## src/rtl/coin_button_scanner.sv

```systemverilog
// Five-button vending-machine front end: synchronise, debounce, queue presses as pending
// bits and hand them to the consumer one at a time through a two-state holding register.
module coin_button_scanner #(
    parameter int unsigned DEBOUNCE_CYCLES = 1_000_000
) (
    input  logic       CLK,
    input  logic       RST,
    input  logic [4:0] BTN,
    input  logic       coin_ready,
    output logic       coin_valid,
    output logic [2:0] coin_code,
    output logic       overflow,
    output logic [4:0] btn_level
);

    localparam int NumBtn = 5;
    localparam int CntW   = (DEBOUNCE_CYCLES > 1) ? $clog2(DEBOUNCE_CYCLES) : 1;
    localparam logic [CntW-1:0] CntMax = CntW'(DEBOUNCE_CYCLES - 1);

    typedef enum logic {
        StEmpty,
        StFull
    } state_e;

    logic [4:0]      sync1_q;
    logic [4:0]      sync2_q;
    logic [CntW-1:0] cnt_q [NumBtn];
    logic [CntW-1:0] cnt_d [NumBtn];
    logic [4:0]      level_q;
    logic [4:0]      level_d;
    logic [4:0]      press;
    logic [4:0]      pending_q;
    logic [4:0]      pending_d;
    logic [4:0]      load_mask;
    logic [2:0]      load_code;
    logic            overflow_q;
    logic            overflow_d;
    state_e          state_q;
    logic            valid_q;
    logic [2:0]      code_q;

    // Two-flop synchroniser on every raw button.
    always_ff @(posedge CLK or posedge RST) begin
        if (RST) begin
            sync1_q <= '0;
            sync2_q <= '0;
        end else begin
            sync1_q <= BTN;
            sync2_q <= sync1_q;
        end
    end

    // Level flips on the DEBOUNCE_CYCLES-th consecutive mismatching cycle; only rising
    // flips count as presses.
    always_comb begin
        level_d = level_q;
        press   = '0;
        for (int i = 0; i < NumBtn; i++) begin
            cnt_d[i] = '0;
            if (sync2_q[i] != level_q[i]) begin
                if (cnt_q[i] == CntMax) begin
                    level_d[i] = ~level_q[i];
                    press[i]   = ~level_q[i];
                end else begin
                    cnt_d[i] = cnt_q[i] + CntW'(1);
                end
            end
        end
    end

    always_ff @(posedge CLK or posedge RST) begin
        if (RST) begin
            for (int i = 0; i < NumBtn; i++) begin
                cnt_q[i] <= '0;
            end
            level_q <= '0;
        end else begin
            for (int i = 0; i < NumBtn; i++) begin
                cnt_q[i] <= cnt_d[i];
            end
            level_q <= level_d;
        end
    end

    // Lowest-index pending bit wins; loading only happens while the holder is empty.
    always_comb begin
        load_mask = '0;
        load_code = '0;
        if (state_q == StEmpty) begin
            for (int i = NumBtn - 1; i >= 0; i--) begin
                if (pending_q[i]) begin
                    load_mask    = '0;
                    load_mask[i] = 1'b1;
                    load_code    = 3'(i + 1);
                end
            end
        end
    end

    // A press landing on the edge its pending bit is being loaded re-arms it without overflow.
    always_comb begin
        pending_d  = (pending_q & ~load_mask) | press;
        overflow_d = |(press & pending_q & ~load_mask);
    end

    always_ff @(posedge CLK or posedge RST) begin
        if (RST) begin
            pending_q  <= '0;
            overflow_q <= 1'b0;
        end else begin
            pending_q  <= pending_d;
            overflow_q <= overflow_d;
        end
    end

    always_ff @(posedge CLK or posedge RST) begin
        if (RST) begin
            state_q <= StEmpty;
            valid_q <= 1'b0;
            code_q  <= '0;
        end else begin
            unique case (state_q)
                StEmpty: begin
                    if (|pending_q) begin
                        state_q <= StFull;
                        valid_q <= 1'b1;
                        code_q  <= load_code;
                    end
                end
                StFull: begin
                    if (coin_ready) begin
                        state_q <= StEmpty;
                        valid_q <= 1'b0;
                        code_q  <= '0;
                    end
                end
                default: begin
                    state_q <= StEmpty;
                    valid_q <= 1'b0;
                    code_q  <= '0;
                end
            endcase
        end
    end

    assign coin_valid = valid_q;
    assign coin_code  = code_q;
    assign overflow   = overflow_q;
    assign btn_level  = level_q;

endmodule

```

## config.mk

```make
export PLATFORM = sky130hd
export DESIGN_NAME = coin_button_scanner
export DESIGN_NICKNAME = d
export VERILOG_FILES = /design/src/rtl/coin_button_scanner.sv
export SDC_FILE = /design/constraint.sdc
export NUM_CORES = 1
export LEC_CHECK = 0
export CORE_ASPECT_RATIO = 1.25
export CORE_UTILIZATION = 50
export CTS_CLUSTER_SIZE = 14
export DETAILED_ROUTE_END_ITERATION = 12
export GPL_ROUTABILITY_DRIVEN = 0
export HOLD_SLACK_MARGIN = 0.02
export PLACE_DENSITY = 0.67
export SLEW_MARGIN = 20
export SYNTH_ARGS = -nofsm -noshare
export SYNTH_HDL_FRONTEND = slang
export SYNTH_SLANG_ARGS = --single-unit
```

## constraint.sdc

```tcl
create_clock -name CLK -period 10.2 [get_ports CLK]
set_input_delay 1.02 -clock CLK [delete_from_list [all_inputs] [get_ports CLK]]
set_output_delay 1.02 -clock CLK [all_outputs]
set_load 0.02 [all_outputs]
```

==> flow_summary.toml <==
[global_route]
grt_max_degree = 67
grt_use_total_pct = 20.7
grt_antenna_before_repair = 0
grt-ovfl-total = 0
grt_pass1_wl_um = 20200
grt_pass1_vias = 4454

[clock_tree]
post-cts-setup-buffer-count = 0
clock_latency_ps = 420
clk_pin_slew_worst_paths_ps = 50
htree_levels = 4
cts_buffer_depth = 2
cts_hold_buf = 0
tritoncts = "yes"
cts_root_buf = "clkbuf_16"
cts.sinks = 126
cts.repair.resized = 0
cts_buffers = 17

[setup_path]
rrSetupSlack_ps = 7950
critPathMaxFanout = 5
endpoint = "btn_level[2]"
crit_family = "buffers and inverters"
worst-endpoint-arrival_ps = 1490
reg2regPathDepth = 5
r2r-end = "cnt_q[9]$_DFF_PP0_"
r2r_start = "cnt_q[0]$_DFF_PP0_"
crit_start = "btn_level[2]$_DFFE_PP0P_"
crit_path_end_kind = "primary output"
crit_path_top_delay_cell = "clkdlybuf4s50_1"
cp_num_cells = 1
worstPathRequired_ps = 9180
path_buf_inv = 1
start_kind = "flop"
crit_type = "flop to primary output"
max_stage_delay_ps = 670
cp_cell_sequence = "clkdlybuf4s50_1"

[logic_synthesis]
synth.area.mux_share_pct = 0.751
synth_cell_types = 44
synth-xor-area-share_pct = 8.62
synth_area_leaders = "dfrtp_1 53%, xnor2_1 5.3%, nor2_1 4.4%"
yosys_warnings = 0
synth-compound-area-share_pct = 9.18
synth-async-reset-ratio_pct = 100
synth_top_family_by_area = "simple AND/OR/NAND/NOR gates"
synthAdderAreaFrac_pct = 1.04
synth_seq_cells = 126
syn-num-nets = 622
ys_seq_area_share_pct = 52.6
synthCells = 609
yosys.area.top_type_share_pct = 52.6
yosysTopAreaCell = "dfrtp_1"
synth_area_per_cell_um2 = 9.84
synth_flop_cell = "dfrtp_1"
synth_commonest_cells = "126 x dfrtp_1, 70 x nor2_1, 40 x nand2_1"
synth-simple-area-share_pct = 25.1
netlist_area_um2 = 5990
synth_edf_count = 0
yosysMostFrequentCell = "dfrtp_1"

[route]
viasPerCell = 5.59
firstDrtPassIters = 4
drc = 0
wl_um = 11600
met1Wirelength_um = 5070
drtIter0Drc = 160
detail-route-antenna-nets = 0
met2_length_um = 5870
routed-wl-met3_um = 413
routed.top_layer = "met4"
vias = 4508
post_drt_wl_per_cell_um = 14.3

[die]
initial_core_util_pct = 51.4
core-area_um2 = 11700
dieArea_um2 = 12400
dieHeight_um = 124
pin_count = 18
die_width_um = 99.9
floorplan.rows = 44

[placed_design]
dpl.hpwl_um = 7820
port_buffers = 17

[power]
netSwitchingPower_uw = 243
p_leak_nw = 2.72
peakVddDrop_mv = 0.112
p_sw_share_pct = 20.8
seq_power_share_pct = 44.4
power.density_nw_per_um2 = 168
intPower_uw = 922
pwr-share-comb_pct = 3.1
p_clk_share_pct = 52.5

[min_path]
hp-start = "sync1_q[3]$_DFF_PP0_"
hp-class = "flop to flop"

[timing]
setup_viol = 0
final_hold_viol_count = 0
period_share_pct = 24.6
worst_pin_slew_ps = 784
tns_ps = 0
rsz0062_at_grt = "no"
slew_headroom_pct = 47.8
skew_ps = 8.97
whs_ps = 347
drv_slew = 0
fmax_mhz = 398
finalCriticalPeriod_ps = 2510

[outcome]
outcome = "finished clean"

[flow_run]
maxCapViolations = 0

[layout]
final_util_pct = 59.5
area_growth_pct = 15.9
nets = 645
antenna-diode-count = 0
drive_gt1_share_pct = 8.37
stage by stage:
stage | total power [mW] | instances | instance area, µm² | setup slack, ps
2_1_floorplan | 0.549 | 609 | 5990 | 5820
3_3_place_gp | 0.562 | 774 | 6340 | 7310
3_5_place_dp | 0.563 | 774 | 6340 | 7270
4_1_cts | 1.18 | 806 | 6950 | 7670
5_1_grt | 1.21 | 806 | 6950 | 7500
6_report | 1.16 | 806 | 6950 | 7690
per-layer routing:
layer	GRT usage [%]	up-vias
met1	25.5	2216
met2	34.2	60
met3	5.84	18
met5	0	-
li1	-	2214
met4	7.79	0
cell type report:
cell class / instances / area, µm²
Clock inverter: 11 / 139
Fill cell: 1011 / 4730
Sequential cell: 126 / 3150
Multi-Input combinational cell: 442 / 2690
Inverter: 23 / 88.8
Clock buffer: 21 / 470
Timing Repair Buffer: 22 / 208
Tap cell: 161 / 201
power groups by stage:
stage	registers (mW)	logic, mW	clock network (mW)
3_3_place_gp	0.525	0.0370	0
5_1_grt	0.518	0.0426	0.645
3_5_place_dp	0.526	0.0378	0
6_report	0.517	0.0366	0.611
2_1_floorplan	0.524	0.0246	0
4_1_cts	0.517	0.0380	0.627
worst min-delay path by stage:
| stage | cells after the start | slack [ps] | endpoint |
|---|---|---|---|
| CTS | 0 | 350 | sync2_q[3]$_DFF_PP0_ |
| finish | 0 | 350 | sync2_q[3]$_DFF_PP0_ |
| global placement | 0 | 340 | sync2_q[4]$_DFF_PP0_ |
| floorplan | 0 | 330 | sync2_q[0]$_DFF_PP0_ |
| global route | 0 | 350 | sync2_q[3]$_DFF_PP0_ |
| detailed placement | 0 | 340 | sync2_q[4]$_DFF_PP0_ |
cell usage in the layout, fill, tap and decap left out, types with 3 or more instances in the layout:
cell type,count
nor2_1,70
nand3_1,32
xnor2_1,36
or3_1,24
or4_1,27
a21oi_1,38
clkinv_2,5
o31ai_1,15
nand4_1,20
xor2_1,23
dfrtp_1,126
mux2_2,4
nand2_1,40
inv_1,22
buf_4,5
and3_1,5
or2_2,5
nor4_1,11
ha_1,5
clkdlybuf4s50_1,17
and4_1,4
o21ai_0,33
clkbuf_16,17
nor4b_1,3
bufinv_16,3
clkbuf_8,3
nand2b_1,5
nor3_1,17
sequential cells by signal, indices dropped and copies added, names as in the netlist:
signal      cells
overflow        1
pending_q       5
btn_level       5
coin_code       3
sync2_q         5
state_q         1
coin_valid      1
sync1_q         5
cnt_q         100
cell families after synthesis:
| logic type | Yosys count |
|---|---|
| adders and majority gates | 5 |
| xor gates and xnor gates | 59 |
| muxes | 4 |
| buffers and inverters | 41 |
| and+or+nand+nor | 278 |
| AOI/OAI and AO/OA | 96 |
| DFF | 126 |
Power figures use the tool's default switching activity.
==> edit 1, RTL diff (same flow settings) <==
Change the parameter `DEBOUNCE_CYCLES` from 1_000_000 to 250_000.
--- a/src/rtl/coin_button_scanner.sv
+++ b/src/rtl/coin_button_scanner.sv
@@ -3,3 +3,3 @@
 module coin_button_scanner #(
-    parameter int unsigned DEBOUNCE_CYCLES = 1_000_000
+    parameter int unsigned DEBOUNCE_CYCLES = 250_000
 ) (
Function: no difference found for any inputs over 10 cycles, from zero or initial values and one cycle with RST high; that may be too few to reach the edited logic, so the function may still have changed.
==> edit 1 against the original RTL <==
Total power is 2.3% lower; clock skew is 0.0039 ns lower; largest cell class unchanged; register-to-register slack better by 0.07 ns; cell area is 6.1% lower; sequential cell count is 10 lower; non-clock buffer count is 4 lower; sequential power is 7.7% lower; synthesized area is 6.5% lower; global-route usage is 0.14 points lower; setup slack better by 0.019 ns; routed wire length is 7.3% lower; clock power is 2% higher; count of clock-buffer cells in the layout is 2 lower; highest routed layer unchanged; fmax is 0.77% higher.
==> edit 1: results (changes against the original RTL) <==
Worst setup path
  • Crit path arrival time: 1.47 ns (-0.02 ns)
  • Reg-to-reg critical path endpoint: cnt_q[74]
  • Launch point of the worst reg-to-reg path: cnt_q[72]

Final layout
  • Share of layout cells above drive strength 1: 0.1017 (+0.01795)
  • Layout net count: 600 (-7.0%)
  • Largest register FFs: 90 (-10%)

Power and ir drop
  • Static leakage: 2.614 nW (-3.8%)
  • IR Drop Worst-Case VDD: 103.2 uV (-7.8%)

Global routing
  • Wire length of the first global-routing pass: 19.12 mm (-5.3%)
  • Pin count of the biggest net entering global routing: 62 (-7.5%)

Logic synthesis
  • Gate Count Post-Synth: 562 (-7.7%)
  • Synth unique cells: 56 (+27%)
  • Net Count, Synth: 575 (-7.6%)
  • Sequential-to-total area share from yosys stat: 0.5177 (-0.008245)
  • Largest cells by area after synthesis: sky130_fd_sc_hd__dfrtp_1 (52%), sky130_fd_sc_hd__xnor2_1 (6.6%), sky130_fd_sc_hd__nor2_1 (5.5%)
  • List of most frequent post-synthesis cells: sky130_fd_sc_hd__dfrtp_1 (116), sky130_fd_sc_hd__nor2_1 (82), sky130_fd_sc_hd__xnor2_1 (42), sky130_fd_sc_hd__nand2_1 (33), sky130_fd_sc_hd__nand3_1 (32)

STA
  • Final setup skew: 0.005052 ns (-0.003917 ns)
  • Fin Hold WS: 0.3447 ns (-0.002462 ns)

Drt
  • WL/cell: 14.64 um (+2.1%)
  • Total length of routed wires: 10.72 mm (-7.3%)
  • Drt first-iter violations: 240 (+50%)

Place
  • Placed insts: 700 (-9.6%)
  • Dpl cell area: 0.005884 mm^2 (-7.1%)
  • Place WS: 7.392 ns (+0.1244 ns)

Outcome
  • Outcome: finished, final reports clean
## edit 1: cell types whose count changed in the layout (fill, tap and decap cells not counted), moves of 7 or more
cell and change:
sky130_fd_sc_hd__or4_1 -17, sky130_fd_sc_hd__a21oi_1 -16, sky130_fd_sc_hd__o21ai_0 -14, sky130_fd_sc_hd__nor2_1 +12
sky130_fd_sc_hd__nor4_1 +11, sky130_fd_sc_hd__or3_1 -11, sky130_fd_sc_hd__dfrtp_1 -10, sky130_fd_sc_hd__o31ai_1 -8
sky130_fd_sc_hd__nand2_1 -7
## edit 1: cells by family after synthesis
| logic type | Yosys count | share of synthesized area |
|---|---|---|
| buffers and inverters | 33 | 0.02611 |
| adder cells (fa/ha/maj) | 5 | 0.01116 |
| AO/OA/AOI/OAI | 61 | 0.06561 |
| flip-flops | 116 | 0.5177 |
| multiplexers | 7 | 0.01361 |
| AND/OR/NAND/NOR | 276 | 0.2658 |
| XOR/XNOR | 64 | 0.09998 |
## edit 1: where the power goes
part | switching [mW] | internal (mW) | leakage [nW] | total [mW]
Clock | 0.205 | 0.420 | 0.305 | 0.625
Sequential | 0.00831 | 0.469 | 1.58 | 0.477
Combinational | 0.0230 | 0.0122 | 0.725 | 0.0352
## edit 1: area by class of cell
cell class | instances | area, um^2
clock buffers | 19 | 452.9
inverters | 21 | 81.33
fillers | 893 | 4252
flip-flops and latches | 116 | 2903
multi-input cells | 413 | 2561
repair buffers | 18 | 177.7
clock inverters | 13 | 180.2
well taps | 132 | 165.2
## edit 1: routing by layer
metal / wire length [um] / GRT usage
met1: 4789 / 0.2539
met2: 5456 / 0.3424
met3: 313 / 0.05723
met4: 157 / 0.07929
met5: 0 / 0
==> edit 2, RTL diff (same flow settings) <==
Made on the original files. Reset style: synchronous (`RST`), changed in 4 clocked blocks.
--- a/src/rtl/coin_button_scanner.sv
+++ b/src/rtl/coin_button_scanner.sv
@@ -42,3 +42,3 @@
     // Two-flop synchroniser on every raw button.
-    always_ff @(posedge CLK or posedge RST) begin
+    always_ff @(posedge CLK) begin
         if (RST) begin
@@ -70,3 +70,3 @@
 
-    always_ff @(posedge CLK or posedge RST) begin
+    always_ff @(posedge CLK) begin
         if (RST) begin
@@ -105,3 +105,3 @@
 
-    always_ff @(posedge CLK or posedge RST) begin
+    always_ff @(posedge CLK) begin
         if (RST) begin
@@ -115,3 +115,3 @@
 
-    always_ff @(posedge CLK or posedge RST) begin
+    always_ff @(posedge CLK) begin
         if (RST) begin
Behaviour: no difference found for any inputs over 10 cycles, from zero or initial values and one cycle with RST high; that may be too few to reach the edited logic, so the function may still have changed.
==> edit 2 against the original RTL <==
Synthesized area is 5.8% lower; core utilization is 0.82 points lower; routed wire length is 7.3% lower; fmax is 0.76% higher; cell area is 6.8% lower; sequential share of layout area is 6.4 points lower; setup slack better by 0.019 ns; via count is 0.95% higher; sequential cell count stayed put; critical path type unchanged.
Power is not compared: it rests on default switching activity, and its combinational part moved more than twofold at a synthesized area within 25%.
==> edit 2: results (changes against the original RTL) <==
Outcome
  • Outcome: finished, final reports clean

Drt
  • Drt first-iter violations: 158 (-1.3%)
  • Via density per instance: 5.584 (-0.16%)
  • WL/cell: 13.16 um (-8.3%)
  • First-pass iteration count of the detailed router: 6 (+2)

Logic synthesis
  • Fraction of synthesis flops using an asynchronous set or reset pin: 0 (-1.000)
  • Synthesized-area fraction occupied by ao, oa, aoi and oai cells: 0.1053 (+0.01341)
  • Sequential-to-total area share from yosys stat: 0.4467 (-0.07928)
  • List of most frequent post-synthesis cells: sky130_fd_sc_hd__dfxtp_1 (126), sky130_fd_sc_hd__nor2_1 (83), sky130_fd_sc_hd__a21oi_1 (45), sky130_fd_sc_hd__nand2_1 (37), sky130_fd_sc_hd__xnor2_1 (35)
  • Net Count, Synth: 661 (+6.3%)
  • Multiplexer area fraction after synthesis: 0.007091 (-0.0004235)
  • Synth unique cells: 47 (+6.8%)

STA
  • Fmax: 400.8 MHz (+0.76%)
  • Headroom to the max-slew limit: 0.4715 (-0.006171)
  • Fin Hold WS: 0.4346 ns (+0.08748 ns)

Power and ir drop
  • Total power: 1.106 mW
  • Clock Power Share: 0.540

Worst hold path
  • Endpoint with the worst hold slack: sync2_q[1]
  • Hold_sp: sync1_q[1]

Global routing
  • Via count of the first global-routing pass: 4255 (-4.5%)
  • Pin count of the biggest net entering global routing: 33 (-51%)
  • Wire length of the first global-routing pass: 18.53 mm (-8.2%)
  • Total global-route track usage: 0.1937 (-0.01306)

Place
  • Detailed placement HPWL: 7.267 mm (-7.1%)
  • Port Buf Inserts: 17 (unchanged)
  • Place WS: 7.481 ns (+0.2132 ns)
  • Dpl cell area: 0.005877 mm^2 (-7.2%)

Worst setup path
  • Setup slack of the worst register-to-register path: 7.80 ns (-0.15 ns)
  • Endpoint of the worst setup timing path: btn_level[3]
  • Delay of the slowest cell on the worst path: 0.64 ns (-0.03 ns)
  • Launching element of the worst setup path: btn_level[3]
  • Launch point of the worst reg-to-reg path: cnt_q[0][60]
  • Crit path arrival time: 1.47 ns (-0.02 ns)

Final layout
  • Share of layout cells above drive strength 1: 0.06471 (-0.01902)
  • Fillers: 960 (-5.0%)
-- edit 2: cell types whose count changed after synthesis, moves of 5 or more --
| cell | delta |
|---|---|
| sky130_fd_sc_hd__dfrtp_1 | -126 |
| sky130_fd_sc_hd__and4_1 | +5 |
| sky130_fd_sc_hd__nand2b_1 | +5 |
| sky130_fd_sc_hd__a21oi_1 | +7 |
| sky130_fd_sc_hd__nor3_1 | -5 |
| sky130_fd_sc_hd__nor4b_1 | +5 |
| sky130_fd_sc_hd__and2_1 | +6 |
| sky130_fd_sc_hd__or2_2 | -5 |
| sky130_fd_sc_hd__o21ai_0 | -7 |
| sky130_fd_sc_hd__nor2b_1 | +8 |
| sky130_fd_sc_hd__o211ai_1 | +7 |
| sky130_fd_sc_hd__dfxtp_1 | +126 |
| sky130_fd_sc_hd__nor2_1 | +13 |
-- edit 2: per-layer routing --
| metal | up-vias | GRT usage | share of wire | wire length, um |
|---|---|---|---|---|
| met2 | 64 | 0.3248 | 0.48 | 5153 |
| li1 | 2351 | - | - | - |
| met5 | - | 0 | 0 | 0 |
| met1 | 2117 | 0.2253 | 0.46 | 4889 |
| met3 | 19 | 0.06012 | 0.044 | 471 |
| met4 | 0 | 0.09049 | 0.019 | 207 |
-- edit 2: area by class of cell --
cell class | count | area [um^2] | area share
multi-input cells | 476 | 2895 | 0.4473
flip-flops and latches | 126 | 2522 | 0.3897
clock buffers | 22 | 484.2 | 0.07481
repair buffers | 20 | 192.7 | 0.02977
well taps | 135 | 168.9 | 0.02610
clock inverters | 10 | 111.4 | 0.01720
inverters | 26 | 97.59 | 0.01508
-- edit 2: metrics by stage --
stage	util	std cells
2_1_floorplan	-	648
3_3_place_gp	0.5328	783
3_5_place_dp	0.5328	783
4_1_cts	0.5868	815
5_1_grt	0.5868	815
6_report	0.5868	815
